**src/rtl/fp32_accumulator.sv**
```systemverilog
// Streaming IEEE-754 single-precision accumulator with one-step fpadder.
// Optional sticky overflow flag: define ACC_OVF_DETECT_EN.
module fpadder (
    input  logic [31:0] a,
    input  logic [31:0] b,
    input  logic        sub,
    output logic [31:0] s
);
    logic        sbe, swap, sl, ss, stk, rnd;
    logic        a_nan, b_nan, a_inf, b_inf;
    logic [9:0]  el, es, diff, ex, sh;
    logic [23:0] ml, ms;
    logic [26:0] mfull, mse, nm;
    logic [27:0] sum;
    logic [4:0]  lz;
    logic [24:0] rm;

    always_comb begin
        sbe   = b[31] ^ sub;
        a_nan = (a[30:23] == 8'hFF) && (a[22:0] != 23'd0);
        b_nan = (b[30:23] == 8'hFF) && (b[22:0] != 23'd0);
        a_inf = (a[30:23] == 8'hFF) && (a[22:0] == 23'd0);
        b_inf = (b[30:23] == 8'hFF) && (b[22:0] == 23'd0);
        swap  = b[30:0] > a[30:0];
        sl    = swap ? sbe : a[31];
        ss    = swap ? a[31] : sbe;
        el    = swap ? {2'b00, b[30:23]} : {2'b00, a[30:23]};
        es    = swap ? {2'b00, a[30:23]} : {2'b00, b[30:23]};
        ml    = swap ? {|b[30:23], b[22:0]} : {|a[30:23], a[22:0]};
        ms    = swap ? {|a[30:23], a[22:0]} : {|b[30:23], b[22:0]};
        // Denormals share the minimum normal exponent.
        if (el == 10'd0) el = 10'd1;
        if (es == 10'd0) es = 10'd1;
        diff  = el - es;
        mfull = {ms, 3'b000};
        mse   = 27'd0;
        stk   = 1'b0;
        if (diff >= 10'd27) begin
            stk = |ms;
        end else begin
            mse = mfull >> diff;
            stk = |(mfull & ((27'd1 << diff[4:0]) - 27'd1));
        end
        mse[0] = mse[0] | stk;
        if (sl == ss) sum = {1'b0, ml, 3'b000} + {1'b0, mse};
        else          sum = {1'b0, ml, 3'b000} - {1'b0, mse};
        lz = 5'd27;
        for (int i = 0; i <= 26; i++) begin
            if (sum[i]) lz = 5'(26 - i);
        end
        ex = el;
        sh = 10'd0;
        nm = sum[26:0];
        if (sum[27]) begin
            nm = sum[27:1] | {26'd0, sum[0]};
            ex = el + 10'd1;
        end else begin
            sh = ({5'd0, lz} < (el - 10'd1)) ? {5'd0, lz} : (el - 10'd1);
            nm = sum[26:0] << sh;
            ex = el - sh;
        end
        rnd = nm[2] & (nm[1] | nm[0] | nm[3]);
        rm  = {1'b0, nm[26:3]} + {24'd0, rnd};
        if (rm[24]) begin
            rm = rm >> 1;
            ex = ex + 10'd1;
        end
        if (a_nan || b_nan || (a_inf && b_inf && (a[31] != sbe)))
            s = 32'h7FC00000;
        else if (a_inf)
            s = a;
        else if (b_inf)
            s = {sbe, b[30:0]};
        else if (sum == 28'd0)
            s = {sl & ss, 31'd0};
        else if (ex >= 10'd255)
            s = {sl, 8'hFF, 23'd0};
        else
            s = {sl, (rm[23] ? ex[7:0] : 8'h00), rm[22:0]};
    end
endmodule

module fp32_accumulator #(
    parameter int CNT_W = 8
) (
    input  logic             clk,
    input  logic             rst,
    input  logic             start,
    input  logic [CNT_W-1:0] len,
    input  logic             mode,
    input  logic             in_valid,
    output logic             in_ready,
    input  logic [31:0]      in_data,
    output logic             out_valid,
    input  logic             out_ready,
    output logic [31:0]      out_data,
    output logic             busy
`ifdef ACC_OVF_DETECT_EN
    ,
    output logic             ovf
`endif
);
    typedef enum logic [1:0] {IDLE, ACC, DONE} state_t;

    state_t           state_q, state_d;
    logic [31:0]      acc_q, acc_d, sum;
    logic [CNT_W-1:0] cnt_q, cnt_d;
    logic             mode_q, mode_d;
    logic             xfer;

    fpadder u_add (
        .a   (acc_q),
        .b   (in_data),
        .sub (mode_q),
        .s   (sum)
    );

    assign xfer = (state_q == ACC) && in_valid;

    always_ff @(posedge clk or posedge rst) begin
        if (rst) begin
            state_q <= IDLE;
            acc_q   <= 32'd0;
            cnt_q   <= '0;
            mode_q  <= 1'b0;
        end else begin
            state_q <= state_d;
            acc_q   <= acc_d;
            cnt_q   <= cnt_d;
            mode_q  <= mode_d;
        end
    end

    always_comb begin
        state_d   = state_q;
        acc_d     = acc_q;
        cnt_d     = cnt_q;
        mode_d    = mode_q;
        in_ready  = 1'b0;
        out_valid = 1'b0;
        out_data  = 32'd0;
        busy      = (state_q != IDLE);
        unique case (state_q)
            IDLE: begin
                if (start) begin
                    acc_d   = 32'd0;
                    cnt_d   = len;
                    mode_d  = mode;
                    state_d = (len == '0) ? DONE : ACC;
                end
            end
            ACC: begin
                in_ready = 1'b1;
                if (xfer) begin
                    acc_d = sum;
                    cnt_d = cnt_q - 1'b1;
                    if (cnt_q == 1) state_d = DONE;
                end
            end
            DONE: begin
                out_valid = 1'b1;
                out_data  = acc_q;
                if (out_ready) state_d = IDLE;
            end
            default: state_d = IDLE;
        endcase
    end

`ifdef ACC_OVF_DETECT_EN
    logic ovf_q, ovf_d;

    always_comb begin
        ovf_d = ovf_q;
        if (state_q == IDLE && start) ovf_d = 1'b0;
        else if (xfer && sum[30:23] == 8'hFF) ovf_d = 1'b1;
    end

    always_ff @(posedge clk or posedge rst) begin
        if (rst) ovf_q <= 1'b0;
        else     ovf_q <= ovf_d;
    end

    assign ovf = ovf_q;
`endif
endmodule
```
**config.mk**
```make
export PLATFORM = sky130hd
export DESIGN_NAME = fp32_accumulator
export DESIGN_NICKNAME = d
export VERILOG_FILES = /design/src/rtl/fp32_accumulator.sv
export SDC_FILE = /design/constraint.sdc
export NUM_CORES = 1
export LEC_CHECK = 0
export ABC_CLOCK_PERIOD_IN_PS = 48800
export CAP_MARGIN = 20
export CORE_MARGIN = 8
export CORE_UTILIZATION = 50
export CTS_CLUSTER_SIZE = 16
export DETAILED_ROUTE_END_ITERATION = 8
export GPL_TIMING_DRIVEN = 0
export MAX_ROUTING_LAYER = met4
export PLACE_DENSITY = 0.68
export REMOVE_ABC_BUFFERS = 1
export SLEW_MARGIN = 20
export SYNTH_ARGS = -nofsm -noshare
export SYNTH_HDL_FRONTEND = slang
export SYNTH_SLANG_ARGS = --single-unit
```
**constraint.sdc**
```tcl
create_clock -name clk -period 48.8 [get_ports clk]
set_clock_uncertainty 0.15 [all_clocks]
set_input_delay 9.76 -clock clk [delete_from_list [all_inputs] [get_ports clk]]
set_output_delay 9.76 -clock clk [all_outputs]
set_load 0.02 [all_outputs]
```
==> results of run 1 <==
-- through the flow --
step           setup WS, ps  hold WS [ps]  instances  instance area, µm²  util [%]
4_1_cts               18810           382       2728               16700      54.7
5_1_grt               16840           399       2728               16800      54.8
2_1_floorplan         22180           336       2227               14900         -
3_3_place_gp          14900           364       2703               16200      52.9
3_5_place_dp          18610           370       2720               16600      54.3
6_report              17950           381       2728               16800      54.8
-- cell usage after synthesis, drive strengths merged (13+ instances only) --
library cell / n / share of area (%)
a211o: 19 / 1.1
a211oi: 36 / 1.8
a21o: 36 / 1.7
a21oi: 192 / 6.2
a221o: 20 / 1.3
a31oi: 23 / 0.97
and2: 28 / 1.1
and3: 26 / 1.0
buf: 51 / 1.8
clkbuf: 94 / 2.3
dfrtp: 43 / 6.9
ha: 108 / 8.7
inv: 121 / 2.9
mux2: 17 / 1.2
mux2i: 74 / 4.8
nand2: 267 / 6.5
nand2b: 33 / 1.3
nand3: 107 / 3.5
nand4: 35 / 1.4
nor2: 249 / 6.2
nor3: 88 / 2.9
nor4: 41 / 1.8
o2111ai: 14 / 0.83
o211ai: 41 / 2.0
o21a: 24 / 1.2
o21ai: 198 / 6.4
o21bai: 13 / 0.63
o221ai: 14 / 0.79
o22ai: 20 / 0.81
o31ai: 39 / 2.0
or2: 22 / 0.89
or3: 25 / 1.0
xnor2: 34 / 1.9
xor2: 19 / 1.1
-- final timing paths --
| kind | startpoint | end | slack [ps] | depth (start not counted) |
|---|---|---|---|---|
| setup / recovery | in_data[30] | acc_q[15] | 17950 | 61 |
| hold / removal | mode_q | mode_q | 380 | 1 |
| setup reg to reg | acc_q[28] | acc_q[15] | 27460 | 61 |
| hold reg to reg | mode_q | mode_q | 380 | 1 |
| max in group asynchronous | rst | acc_q[20] | 38340 | 3 |
| min in group asynchronous | rst | acc_q[31] | 9680 | 2 |
-- routing by layer --
layer	part of all wire [%]	routed length, µm	global-route usage (%)	vias to the layer above
met4	5.1	3530	16.1	0
met1	41	28100	48.8	9222
met2	44	30300	56.7	1239
li1	-	-	-	8837
met3	10	7200	4.72	217
met5	0	0	-	-
-- final cells by class --
class / count / area share [%]
Sequential cell: 43 / 6.42
Clock buffer: 5 / 0.746
Inverter: 124 / 2.87
Clock inverter: 3 / 0.0896
Timing Repair Buffer: 97 / 6.43
Tap cell: 396 / 2.96
Multi-Input combinational cell: 2060 / 80.5
-- critical path, delay by kind of cell --
family | cells | cell delay [ps]
muxes | 2 | 740
adders and majority gates | 6 | 2110
AOI/OAI and AO/OA | 30 | 10470
and+or+nand+nor | 19 | 6210
buffers and inverters | 4 | 1480
-- logic make-up after synthesis --
family                     Yosys count  synth area share [%]
xor gates and xnor gates            55                  3.30
adders and majority gates          110                  8.96
buffers and inverters              269                  7.21
and+or+nand+nor                    976                  30.6
AOI/OAI and AO/OA                  821                  36.0
DFF                                 43                  6.93
muxes                               98                  7.02
-- state kept, by name, indices dropped and copies added, names as in the netlist --
signal	cells
cnt_q	8
acc_q	32
mode_q	1
state_q	2
==> results by group, run 1 <==
Run status
  • Status: finished clean

Final layout
  • Fill cells: 3059
  • Nets: 2487
  • Commonest cells after routing, fill and taps aside: nand2_1 (265), nor2_1 (243), a21oi_1 (191), o21ai_0 (179), inv_1 (117)
  • Commonest non-fill, non-tap cell in the layout: nand2_1
  • Area of the multi-input gates: 0.0135 mm²
  • Reg area: 0.00108 mm²
  • Layout area overhead: 7.97%
  • Number of diodes: 0
  • Fraction of layout cells with a size suffix above 1: 5.66%

STA
  • Final period demand of the worst path: 30850 ps
  • Final Max Slew Viols: 0
  • Hold Fails Final Rpt: 0
  • Fmax: 32.4 MHz
  • Setup violators final: 0
  • RSZ-0062 raised after global routing: false
  • Least-Margin Pin Slew: 1250 ps
  • Max_slew headroom: 15.8%
  • Final TNS setup: 0 ps
  • Fin crit share: 63.2%

Die
  • Core region area: 0.0306 mm²
  • Initial Util: 50.8%
  • Die Y: 192 µm
  • # IOs: 81
  • Die W: 192 µm
  • # rows: 64
  • Die ar.: 0.0370 mm²

CTS
  • Post-cts sizing count: 0
  • Post CTS Setup Buffer Count: 0
  • Inserted Clock Buffers: 5
  • Clock Sinks: 43
  • CTS clk-pin slew, worst paths: 60 ps
  • CTS tree: built
  • H-tree depth: 2
  • Later-pin clock latency in the skew report: 280 ps
  • Root Driver: clkbuf_16
  • Clock tree buffer depth: 2
  • Hold Buf Count CTS: 0

Worst setup path
  • Startpoint types: input pin
  • Req. time, crit path: 48840 ps
  • WP data arrival: 30890 ps
  • Largest stage delay on the critical path: 870 ps
  • CP max stage cell: a21o_1
  • CP max FO: 29
  • Type of element capturing the critical path: flip-flop
  • CP dominant cell by count: o21ai_0
  • Critical setup path kind: input pin to flip-flop

Min path
  • Min-Delay Path Class: flip-flop to flip-flop

Synthesis
  • Sequential area share after synthesis: 6.93%
  • YS warnings: 0
  • Register bit count reported by yosys: 43
  • Cells after Synth: 2372
  • Post-synthesis average cell area: 6.55 µm²
  • Mapped cell area: 0.0155 mm²
  • Async SR Flop Fraction: 100%
  • Yosys cell types: 114
  • Ys flop type: dfrtp_1
  • EDFF count, synth: 0

Global route
  • Largest net degree at the start of global routing: 69
  • First-pass GRT wire length: 106000 µm
  • Vias in the first global route: 17900
  • GRT Resource Usage Total: 37.2%
  • Initial antenna violation count: 0
  • Grt total ovfl: 0

Placed design
  • DP HPWL: 53800 µm
  • I/O Buffers: 80
  • Gpl congestion: 1.05

Route
  • DR vias: 19500
  • DRT iter0 DRCs: 2591
  • Antenna viol nets, final: 0
  • DR WL/cell: 25.4 µm
  • Number of remaining DRC errors: 0
  • Vias per cell: 7.15
  • TritonRoute pass-1 iters: 7
  • Drt total wl: 69200 µm

Run
  • Maxcap violations: 0
Power of run 1 is not shown: default switching activity piles up to over one toggle a cycle in this logic, so the estimate is an artifact.
==> run 2: changes to the inputs <==
Settings changed: ABC_CLOCK_PERIOD_IN_PS 48800 to 24800, PLACE_DENSITY 0.68 to 0.71.
Clock period 48.8 ns to 24.8 ns, I/O delays scaled along.
==> run 2 against run 1 <==
Effect of this change:
- highest routed layer unchanged
- non-clock buffer count is 7 higher
- critical path depth down 4
- routed wire length up 0.68%
- register-to-register slack lost 22000 ps
==> results by group, run 2 (synthesis gave the netlist of run 1 again) <==
Die
  • Die Y: 192 µm (unchanged)
  • Initial Util: 50.8% (unchanged)
  • Die ar.: 0.0370 mm² (unchanged)
  • # IOs: 81 (unchanged)
  • # rows: 64 (unchanged)
  • Die W: 192 µm (unchanged)
  • Core region area: 0.0306 mm² (unchanged)

CTS
  • Root Driver: clkbuf_16
  • Inserted Clock Buffers: 5 (unchanged)
  • Clock Sinks: 43 (unchanged)
  • CTS tree: built
  • CTS clk-pin slew, worst paths: 60 ps (about the same)
  • Later-pin clock latency in the skew report: 290 ps (about the same)
  • H-tree depth: 2 (unchanged)
  • Clock tree buffer depth: 2 (unchanged)

Worst setup path
  • R2R depth: 57 (-6.6%)
  • Critical setup path kind: input pin to flip-flop
  • Crit-path leading delay family: compound AO/OA/AOI/OAI gates
  • WP data arrival: 23880 ps (-7010 ps)
  • Worst path buffer plus inverter count: 5 (+1)
  • Worst reg2reg startpoint: acc_q[24]
  • Largest stage delay on the critical path: 1020 ps (+150 ps)
  • Worst R2R End: acc_q[21]
  • Startpoint types: input pin
  • Type of element capturing the critical path: flip-flop
  • CP max FO: 43 (+48%)
  • CP max stage cell: o32ai_1
  • R2r setup slk: 5610 ps (-21850 ps)
  • Req. time, crit path: 24800 ps (-24040 ps)

Final layout
  • Final non-filler cell total: 2736 (+0.29%)
  • Commonest non-fill, non-tap cell in the layout: nand2_1
  • Nets: 2495 (+0.32%)
  • Area of the multi-input gates: 0.0136 mm² (+0.45%)
  • Layout area overhead: 8.94%
  • Max FFs per register: 32 (unchanged)
  • Number of diodes: 0 (unchanged)
  • Top flop regs: acc_q x32, cnt_q x8, state_q x2
  • Fraction of layout cells with a size suffix above 1: 6.50% (+0.84 points)
  • Fill cells: 3035 (-0.78%)
  • Biggest register: acc_q
  • Reg area: 0.00108 mm² (unchanged)
  • Post-Layout Inst Area: 0.0169 mm² (+0.90%)
  • Commonest cells after routing, fill and taps aside: nand2_1 (264), nor2_1 (242), a21oi_1 (191), o21ai_0 (179), inv_1 (117)

STA
  • Final period demand of the worst path: 23880 ps
  • Max_slew headroom: 19.5% (+3.8 points)
  • Final TNS setup: 0 ps (unchanged)
  • Hold Fails Final Rpt: 0 (unchanged)
  • Fmax: 41.9 MHz
  • Fin crit share: 96.3%
  • Final Max Slew Viols: 0 (unchanged)
  • Setup violators final: 0 (unchanged)
  • Final worst-path setup slack: 921 ps (-17030 ps)
  • RSZ-0062 raised after global routing: false
  • Least-Margin Pin Slew: 1210 ps (-42.5 ps)

Route
  • Vias per cell: 7.15 (-0.12%)
  • Max Used Layer: met4
  • DR WL/cell: 25.4 µm (+0.38%)
  • TritonRoute pass-1 iters: 6 (-1)
  • Number of remaining DRC errors: 0 (unchanged)
  • Metal2 WL: 30000 µm (-1.0%)
  • Drt total wl: 69600 µm (+0.68%)
  • Metal-1 WL: 28400 µm (+1.0%)
  • Met3 WL post-DR: 7180 µm (-0.28%)
  • DRT iter0 DRCs: 2633 (+1.6%)
  • Antenna viol nets, final: 0 (unchanged)
  • DR vias: 19500 (+0.17%)

Placed design
  • I/O Buffers: 80 (unchanged)
  • DP HPWL: 54000 µm (+0.30%)
  • Gpl congestion: 1.03 (-1.8%)
  • Pre-CTS setup slack: -759 ps (-19370 ps)
  • Placed instance area: 0.0166 mm² (about the same)
  • Dpl cells: 2722 (+0.074%)

Global route
  • GRT Resource Usage Total: 37.2% (about the same)
  • Initial antenna violation count: 0 (unchanged)
  • Largest net degree at the start of global routing: 69 (unchanged)
  • Vias in the first global route: 17800 (-0.46%)
  • First-pass GRT wire length: 106000 µm (-0.41%)
  • Grt total ovfl: 0 (unchanged)

Min path
  • Hold endpoint: mode_q
  • Min-Delay Path Class: flip-flop to flip-flop
  • Worst Hold Depth: 1 (unchanged)
  • HP Start: mode_q

Run
  • Maxcap violations: 0 (unchanged)

Run status
  • Status: finished clean
[run 2: cell type report]
class,count,area share [%]
well taps,396,2.93
flip-flops and latches,43,6.36
clock buffers,6,0.821
clock inverters,2,0.207
inverters,124,2.86
repair buffers,104,6.67
multi-input cells,2061,80.1
[run 2: worst reg2reg max path, delay by kind of cell (launching register included)]
| kind | cells | cell delay (ps) |
|---|---|---|
| compound gates | 25 | 8080 |
| simple gates | 19 | 5940 |
| fa+ha+maj | 4 | 1500 |
| buf+inv | 5 | 1130 |
| mux | 2 | 990 |
| xor+xnor | 2 | 750 |
| flops | 1 | 530 |
[run 2: how the worst max path moves through the flow]
stage	from	endpoint	depth (start not counted)
CTS	in_data[30]	acc_q[9]	61
detailed placement	in_data[30]	acc_q[9]	60
finish	in_data[24]	acc_q[21]	57
global route	in_data[30]	acc_q[13]	60
floorplan	in_data[30]	acc_q[24]	56
global placement	in_data[30]	acc_q[9]	57
[run 2: timing repair]
item,CTS,global route
resized for setup,2,16
setup buffers,0,3
setup endpoints to repair,31,31
hold buffers,0,0
pin swaps,0,1
cloned,0,1
[run 2: through the flow]
step / util [%] / hold WS [ps]
final: 55.3 / 399
after global routing: 55.3 / 422
after CTS: 54.9 / 393
after detailed placement: 54.3 / 381
after global placement: 52.9 / 367
after floorplan: - / 336
[run 2: routing by layer]
metal / vias to the layer above / global-route usage [%]
li1: 8863 / -
met1: 9177 / 49.2
met2: 1292 / 56.2
met3: 217 / 3.96
met4: 0 / 17.0
met5: - / -
Power of run 2 is left out for the same reason.
